--- src/rtl/l1a_long_dly_if.sv ---
// Pulse-path bundle for the long-delay line: strobe/delay in, delayed pulse and status out.
interface l1a_long_dly_if #(
    parameter int unsigned CNT_W = 12,
    parameter int unsigned AW    = 4
);
    logic             CE;
    logic [CNT_W-1:0] DLY;
    logic             I;
    logic             O;
    logic             BUSY;
    logic [AW:0]      PEND;
    logic             OVFL;

    modport master (output CE, DLY, I, input O, BUSY, PEND, OVFL);
    modport slave  (input CE, DLY, I, output O, BUSY, PEND, OVFL);
endinterface

--- src/rtl/l1a_long_dly.sv ---
// Long programmable pulse delay: timestamps each accepted pulse into a FIFO and
// replays it when the free-running counter reaches the stored target.
module l1a_long_dly #(
    parameter int unsigned CNT_W = 12,
    parameter int unsigned DEPTH = 16,
    parameter int unsigned AW    = 4
) (
    input  logic          CLK,
    input  logic          RST,
    l1a_long_dly_if.slave bus
);

    logic [CNT_W-1:0] tcnt;
    logic [CNT_W-1:0] mem [DEPTH];
    logic [AW-1:0]    rptr;
    logic [AW-1:0]    wptr;
    logic [AW:0]      pend;
    logic             o_q;
    logic             busy_q;
    logic             ovfl_q;

    logic [CNT_W-1:0] dly_e_c;
    logic [CNT_W-1:0] tgt_c;
    logic             empty_c;
    logic             full_c;
    logic             pop_c;
    logic             push_c;
    logic             drop_c;
    logic [AW:0]      pend_nxt_c;

    // DLY=0 is treated as 1 so a new entry can never match on its own push edge.
    always_comb begin
        dly_e_c    = (bus.DLY == '0) ? CNT_W'(1) : bus.DLY;
        tgt_c      = tcnt + dly_e_c;
        empty_c    = (pend == '0);
        full_c     = (pend == (AW+1)'(DEPTH));
        pop_c      = bus.CE && !empty_c && (mem[rptr] == tcnt);
        push_c     = bus.CE && bus.I && (!full_c || pop_c);
        drop_c     = bus.CE && bus.I && full_c && !pop_c;
        pend_nxt_c = pend;
        case ({push_c, pop_c})
            2'b10:   pend_nxt_c = pend + (AW+1)'(1);
            2'b01:   pend_nxt_c = pend - (AW+1)'(1);
            default: pend_nxt_c = pend;
        endcase
    end

    always_ff @(posedge CLK) begin
        if (RST) begin
            tcnt   <= '0;
            rptr   <= '0;
            wptr   <= '0;
            pend   <= '0;
            o_q    <= 1'b0;
            busy_q <= 1'b0;
            ovfl_q <= 1'b0;
        end else if (bus.CE) begin
            tcnt   <= tcnt + CNT_W'(1);
            pend   <= pend_nxt_c;
            busy_q <= (pend_nxt_c != '0);
            o_q    <= pop_c;
            if (push_c) wptr <= wptr + AW'(1);
            if (pop_c)  rptr <= rptr + AW'(1);
            if (drop_c) ovfl_q <= 1'b1;
        end
    end

    // Target storage: synchronous write, asynchronous read of the head.
    always_ff @(posedge CLK) begin
        if (!RST && push_c) mem[wptr] <= tgt_c;
    end

    assign bus.O    = o_q;
    assign bus.BUSY = busy_q;
    assign bus.PEND = pend;
    assign bus.OVFL = ovfl_q;

endmodule

--- src/flat_wrapper.sv ---
// flat-port wrapper written by rule: the top's interface ports become plain ports
module l1a_long_dly_flat 
#(
    parameter int unsigned CNT_W = 12,
    parameter int unsigned DEPTH = 16,
    parameter int unsigned AW    = 4
)
  (CLK, RST, bus_CE, bus_DLY, bus_I, bus_O, bus_BUSY, bus_PEND, bus_OVFL);
  l1a_long_dly_if #(.CNT_W(CNT_W), .AW(AW)) bus_i ();
  input  logic CLK;
  input  logic RST;
  input wire logic [$bits(bus_i.CE)-1:0] bus_CE;
  input wire logic [$bits(bus_i.DLY)-1:0] bus_DLY;
  input wire logic [$bits(bus_i.I)-1:0] bus_I;
  output wire logic [$bits(bus_i.O)-1:0] bus_O;
  output wire logic [$bits(bus_i.BUSY)-1:0] bus_BUSY;
  output wire logic [$bits(bus_i.PEND)-1:0] bus_PEND;
  output wire logic [$bits(bus_i.OVFL)-1:0] bus_OVFL;
  assign bus_i.CE = bus_CE;
  assign bus_i.DLY = bus_DLY;
  assign bus_i.I = bus_I;
  assign bus_O = bus_i.O;
  assign bus_BUSY = bus_i.BUSY;
  assign bus_PEND = bus_i.PEND;
  assign bus_OVFL = bus_i.OVFL;
  l1a_long_dly #(.CNT_W(CNT_W), .DEPTH(DEPTH), .AW(AW)) u_core (.CLK(CLK), .RST(RST), .bus(bus_i));
endmodule
--- config.mk ---
export PLATFORM = sky130hd
export DESIGN_NAME = l1a_long_dly_flat
export DESIGN_NICKNAME = d
export VERILOG_FILES = /design/src/rtl/l1a_long_dly_if.sv /design/src/rtl/l1a_long_dly.sv /design/src/flat_wrapper.sv
export SDC_FILE = /design/constraint.sdc
export NUM_CORES = 1
export LEC_CHECK = 0
export CORE_MARGIN = 5
export CORE_UTILIZATION = 40
export CTS_CLUSTER_SIZE = 8
export DETAILED_ROUTE_END_ITERATION = 6
export PLACE_DENSITY = 0.57
export SYNTH_ARGS = -nofsm -noshare
export SYNTH_HDL_FRONTEND = slang
export SYNTH_SLANG_ARGS = --single-unit
--- constraint.sdc ---
create_clock -name CLK -period 3.7 [get_ports CLK]
set_input_delay 0.555 -clock CLK [delete_from_list [all_inputs] [get_ports CLK]]
set_output_delay 0.555 -clock CLK [all_outputs]
set_load 0.005 [all_outputs]
# Word-level counts from Yosys, hierarchy flattened

Memory sizes are Yosys's and may differ from the RTL's. A register that Yosys moved wholly into a read port is not among the register bits.
Index checks and enable logic that the tools add are counted.

Input port bits: 16
Word-level logic and storage cells: 42
Bits in writable memories: 192
Register bits: 28
Output and inout bits: 8
Memories: 1

Reduce and logical (&&, ||, !) cells: 18
Eq/ne operators: 4
$add $sub $neg: 6
Mux-type cells: 6

Memory list:

| name       | words | width | read ports | clocked after memory_dff | wr ports | line               | RTL |
|---|---|---|---|---|---|---|---|
| u_core.mem | 16    | 12    | 1          | 1                        | 1        | l1a_long_dly.sv:14 | `logic [CNT_W-1:0] mem [DEPTH];` |

Operators by type and width:

| kind                  | number |
|---|---|
| $add 12x1->12 const B | 1 |
| $add 12x12->12        | 1 |
| $eq 12x12->1          | 1 |
| $logic_not 12->1      | 1 |
| $mux 12               | 1 |
| $pmux 5 s2            | 1 |
| $add 4x1->4 const B   | 2 |
| $mux 4                | 2 |
| $logic_and 1x1->1     | 7 |
| $reduce_and 2->1      | 3 |
| $add 5x1->5 const B   | 1 |
| $eq 5x5->1 const B    | 1 |
| $logic_not 5->1       | 1 |
| $reduce_bool 5->1     | 1 |
| $sub 5x1->5 const B   | 1 |
| $logic_not 1->1       | 4 |
| $eq 2x1->1 const B    | 1 |
| $eq 2x2->1 const B    | 1 |
| $mux 1                | 2 |
| $logic_or 1x1->1      | 1 |

# Depth between registers and ports, before layout

Depth after elaboration: 9
Gate-level depth with buffers: 18
Mapped depth without buffers: 15

# Worst setup path after synthesis

Ideal clock, no wire load.

Path kind: register -> register
Start point: register (tool-made name)
End point: register u_core.busy_q (netlist: u_core.bus.BUSY)
Required time: 3.567 ns
Path slack: -0.286 ns
Library setup time: 0.133 ns
Cell stages (with the launch flop): 18
Path buffers: 3
Clock period less this slack: 3.986 ns
Arrival time: 3.853 ns
Cells stage by stage: dfxtp_1 > buf_6 > buf_2 > buf_2 > mux4_2 > nand4_1 > o21ai_0 > or4b_2 > nand2_1 > nor4_1 > and3_1 > ha_1 > a21o_1 > a21oi_1 > xnor2_1 > or3b_2 > o21ai_2 > a311oi_2

RTL lines:

| what                 | line               | RTL |
|---|---|---|
| end signal, assigned | l1a_long_dly.sv:60 | `busy_q <= (pend_nxt_c != '0);` |
| end, declared        | l1a_long_dly.sv:19 | `logic busy_q;` |

==> impl_metrics.csv <==
group,metric,value,unit
logic_synthesis,syn_nets,692,
worst_setup_path,path_buf_inv,4,
sta,worst_slew_pin_slew,1.29,ns
worst_setup_path,worstSetupEndpointType,"flop",
hold_path,whs_path_depth,2,
place,dp_slack,-0.403,ns
global_routing,grtUsageTotal,17.5,%
place,hpwl,15900,µm
pwr,power_leakage,0.00441,µW
pwr,vdd_drop_max,0.247,mV
pwr,pwr-share-seq,49.7,%
die,fp.dieArea,28000,µm²
hold_path,min_from,"u_core.bus.O",
worst_setup_path,path_class,"reg2reg",
outcome,violations,"negative setup slack",
pwr,switchingPower,1160,µW
worst_setup_path,worstPathRequired,3.96,ns
sta,fin_ws,-0.0696,ns
cells_and_area,regArea,6420,µm²
logic_synthesis,yosysWarnings,0,
sta,period_share,102,%
clocking,clk_pin_slew,0.05,ns
clocking,cts_num_sinks,224,
sta,setup_tns,-3.72,ns
worst_setup_path,cpPeakStageDelay,0.53,ns
route,wl_per_cell,22.2,µm
pwr,swShare,20.7,%
worst_setup_path,timing.rr.end,"u_core.mem[9][3]",
sta,setup_viol,119,
sta,hold_ws,0.478,ns
route,dr.pass1.iters,5,
clocking,cts_htree_levels,1,
die,num_rows,57,
route,num_vias,6164,
sta,hold_viol_final,0,
die,die_w,167,µm
die,initial_core_util,40.7,%
worst_setup_path,critPathArrivalTime,4.03,ns
place,routabilityCongestion,0.825,
clocking,cts.path.max_buffers,3,
cells_and_area,drive_gt1_share,33.4,%
logic_synthesis,ys_async_sr_fraction,0,%
route,drtIter0Drc,500,
global_routing,grt_pass1_wl,37500,µm
place,portBuffers,23,
worst_setup_path,ff2ff_path_depth,13,
die,io-pin-count,24,
logic_synthesis,synthCells,654,
worst_setup_path,crit_path_start_kind,"flop",
sta,final.min_clock_period,3.77,ns
cells_and_area,utilization,53.8,%
route,antenna_left,0,
cells_and_area,area_growth,32.4,%
global_routing,grt_max_degree,33,
cells_and_area,num-fill-cells,1940,
logic_synthesis,synth_edf_count,192,
worst_setup_path,critPathTopFamily,"simple AND/OR/NAND/NOR gates",
sta,clock_skew,0.0117,ns
logic_synthesis,yosys_most_used_dff,"edfxtp_1",
logic_synthesis,synth_seq_cells,224,
worst_setup_path,cpMostUsedCell,"buf_6",
route,totalWireLength,25400,µm
worst_setup_path,cp_cell_sequence,"mux4_2 -> mux2i_2 -> xor2_1 -> or4b_4 -> o211a_4 -> buf_6 -> or4_4 -> a21oi_4 -> buf_12 -> nand2_8 -> nor2_4 -> buf_6 -> buf_16",
route,viasPerCell,5.40,
clocking,cts_hold_buf,0,
worst_setup_path,critical_path.max_fanout,6,
pwr,combPwrFrac,4.8,%
route,drc,0,
sta,fmax,0.265,GHz
worst_setup_path,slowest_stage,"or4_4",
pwr,pwr-share-clk,45.5,%
hold_path,hold_class,"reg2reg",
sta,rsz0062_at_grt,"true",
global_routing,antenna_found_initial,1,
global_routing,overflow,0,
pwr,p_int,4460,µW
clocking,tritoncts,"yes",
die,die_y,167,µm
cells_and_area,num_antenna_cells,0,
cells_and_area,multi_input_area,3660,µm²
sta,relSlewSlack,13.1,%
flow_run,maxCapViolations,0,
logic_synthesis,postSynthAreaPerCell,15.1,µm²
outcome,outcome,"finished, violations left",
clocking,clkLatencyLatePin,0.55,ns
logic_synthesis,ys_seq_area_share,64.8,%
clocking,cts_buffers,31,
sta,slew_viol_final,0,
clocking,root_buffer,"clkbuf_16",
worst_setup_path,ff2ff_setup_slack,-0.07,ns
logic_synthesis,ys_types,61,
logic_synthesis,netlist_area,9890,µm²
die,core_area,24300,µm²
hold_path,min_to,"u_core.bus.O",
global_routing,grt_pass1_vias,6251,
cells_and_area,num-nets-final,831,
pwr,power_density,429,nW/µm²
## cell type report
| cell class | count | area share (%) |
|---|---|---|
| Sequential cell | 224 | 49.0 |
| Multi-Input combinational cell | 379 | 27.9 |
| Timing Repair Buffer | 144 | 12.8 |
| Clock buffer | 56 | 6.64 |
| Tap cell | 324 | 3.10 |
| Inverter | 13 | 0.373 |
| Clock inverter | 1 | 0.153 |
## layout by cell type, fill, tap and decap left out, types with 5 or more instances in the layout
| master | synthesis | layout |
|---|---|---|
| a21oi_1 | 19 | 17 |
| buf_12 | 0 | 27 |
| buf_4 | 3 | 76 |
| buf_6 | 2 | 8 |
| clkbuf_1 | 20 | 25 |
| clkbuf_16 | 0 | 39 |
| clkdlybuf4s50_1 | 0 | 23 |
| dfxtp_1 | 32 | 28 |
| edfxtp_1 | 192 | 192 |
| ha_1 | 20 | 18 |
| inv_1 | 12 | 12 |
| mux2_2 | 13 | 12 |
| mux2i_1 | 38 | 28 |
| mux2i_2 | 0 | 8 |
| mux4_2 | 28 | 31 |
| nand2_1 | 30 | 25 |
| nand4_1 | 13 | 13 |
| nor2_1 | 65 | 44 |
| nor2_4 | 0 | 17 |
| nor3_1 | 7 | 6 |
| o21ai_0 | 18 | 14 |
| o21ai_1 | 1 | 5 |
| xnor2_1 | 20 | 20 |
| xor2_1 | 18 | 15 |
## synth_stat cells (2+ instances only)
master | n | area, µm²
a21boi_0 | 2 | 15.0
a21o_1 | 3 | 22.5
a21oi_1 | 19 | 95.1
a22o_1 | 3 | 26.3
a22oi_1 | 4 | 30.0
a2bb2oi_1 | 3 | 26.3
a31o_2 | 2 | 17.5
and3_1 | 4 | 25.0
and4b_1 | 3 | 30.0
buf_1 | 3 | 11.3
buf_2 | 10 | 50.1
buf_4 | 3 | 22.5
buf_6 | 2 | 22.5
clkbuf_1 | 20 | 75.1
dfxtp_1 | 32 | 641
edfxtp_1 | 192 | 5770
fa_1 | 2 | 40.0
ha_1 | 20 | 250
inv_1 | 12 | 45.0
mux2_2 | 13 | 146
mux2i_1 | 38 | 380
mux4_1 | 6 | 158
mux4_2 | 28 | 631
nand2_1 | 30 | 113
nand2b_1 | 3 | 18.8
nand3_1 | 4 | 20.0
nand3b_1 | 4 | 30.0
nand4_1 | 13 | 81.3
nor2_1 | 65 | 244
nor2b_1 | 5 | 31.3
nor3_1 | 7 | 35.0
nor4_1 | 6 | 37.5
nor4b_1 | 3 | 26.3
o21ai_0 | 18 | 90.1
o22ai_1 | 4 | 25.0
or3_1 | 4 | 25.0
or4_1 | 2 | 15.0
or4b_2 | 3 | 30.0
xnor2_1 | 20 | 175
xor2_1 | 18 | 158
## tightest hold or removal path: stages (launching register included)
cell and delay, ns:
dfxtp_1 0.30, nand2b_1 0.07, a21oi_1 0.06
## flip-flops by register name, indices dropped and copies added (netlist names), named ones only
register	flops
u_core.bus.PEND	5
u_core.bus.O	1
u_core.tcnt	12
u_core.wptr	4
u_core.rptr	4
u_core.mem	192
u_core.bus.BUSY	1
u_core.bus.OVFL	1
## layer usage
metal  part of all wire [%]  track usage [%]  vias up
li1                       -                -     2798
met1                     41             23.2     3136
met2                     50             29.6      184
met3                    5.9             3.30       46
met4                    2.6             4.94        0
met5                      0                0        -
## power by group through the flow
| stage | clock network [µW] | registers, µW | logic (µW) |
|---|---|---|---|
| 3_3_place_gp | 0 | 2840 | 234 |
| 4_1_cts | 2610 | 2790 | 258 |
| 5_1_grt | 2760 | 2790 | 292 |
| 2_1_floorplan | 0 | 2840 | 122 |
| 6_report | 2560 | 2790 | 269 |
| 3_5_place_dp | 0 | 2850 | 243 |
## how the worst max path moves through the flow
stage | from | endpoint | cells past startpoint
2_1_floorplan | flop | u_core.mem[12][0] | 11
6_report | flop | u_core.mem[9][3] | 13
3_3_place_gp | flop | u_core.bus.BUSY | 18
3_5_place_dp | flop | u_core.mem[10][2] | 12
5_1_grt | flop | u_core.bus.BUSY | 17
4_1_cts | flop | u_core.mem[9][10] | 12
## cells by family (layout without fill, tap and decap cells)
group,after synthesis,in the layout,share of synthesized area [%]
AOI/OAI and AO/OA,69,69,4.58
xor gates and xnor gates,38,38,3.37
adders and majority gates,22,22,2.94
buffers and inverters,51,214,2.33
DFF,224,224,64.8
muxes,86,86,13.5
and+or+nand+nor,164,164,8.49
## metrics by stage
| stage | cell area [µm²] | total power (µW) | instances |
|---|---|---|---|
| global placement | 11400 | 3080 | 1058 |
| detailed placement | 11400 | 3090 | 1058 |
| floorplan | 9970 | 2970 | 654 |
| finish | 13100 | 5620 | 1141 |
| global route | 13100 | 5840 | 1141 |
| CTS | 12800 | 5660 | 1136 |
## what timing repair did
item,4_1_cts,5_1_grt
resized for setup,49,45
buffers inserted,18,2
setup endpoints to repair,199,234
pin swaps,20,19
gates cloned,3,7
Power figures use the tool's default switching activity.
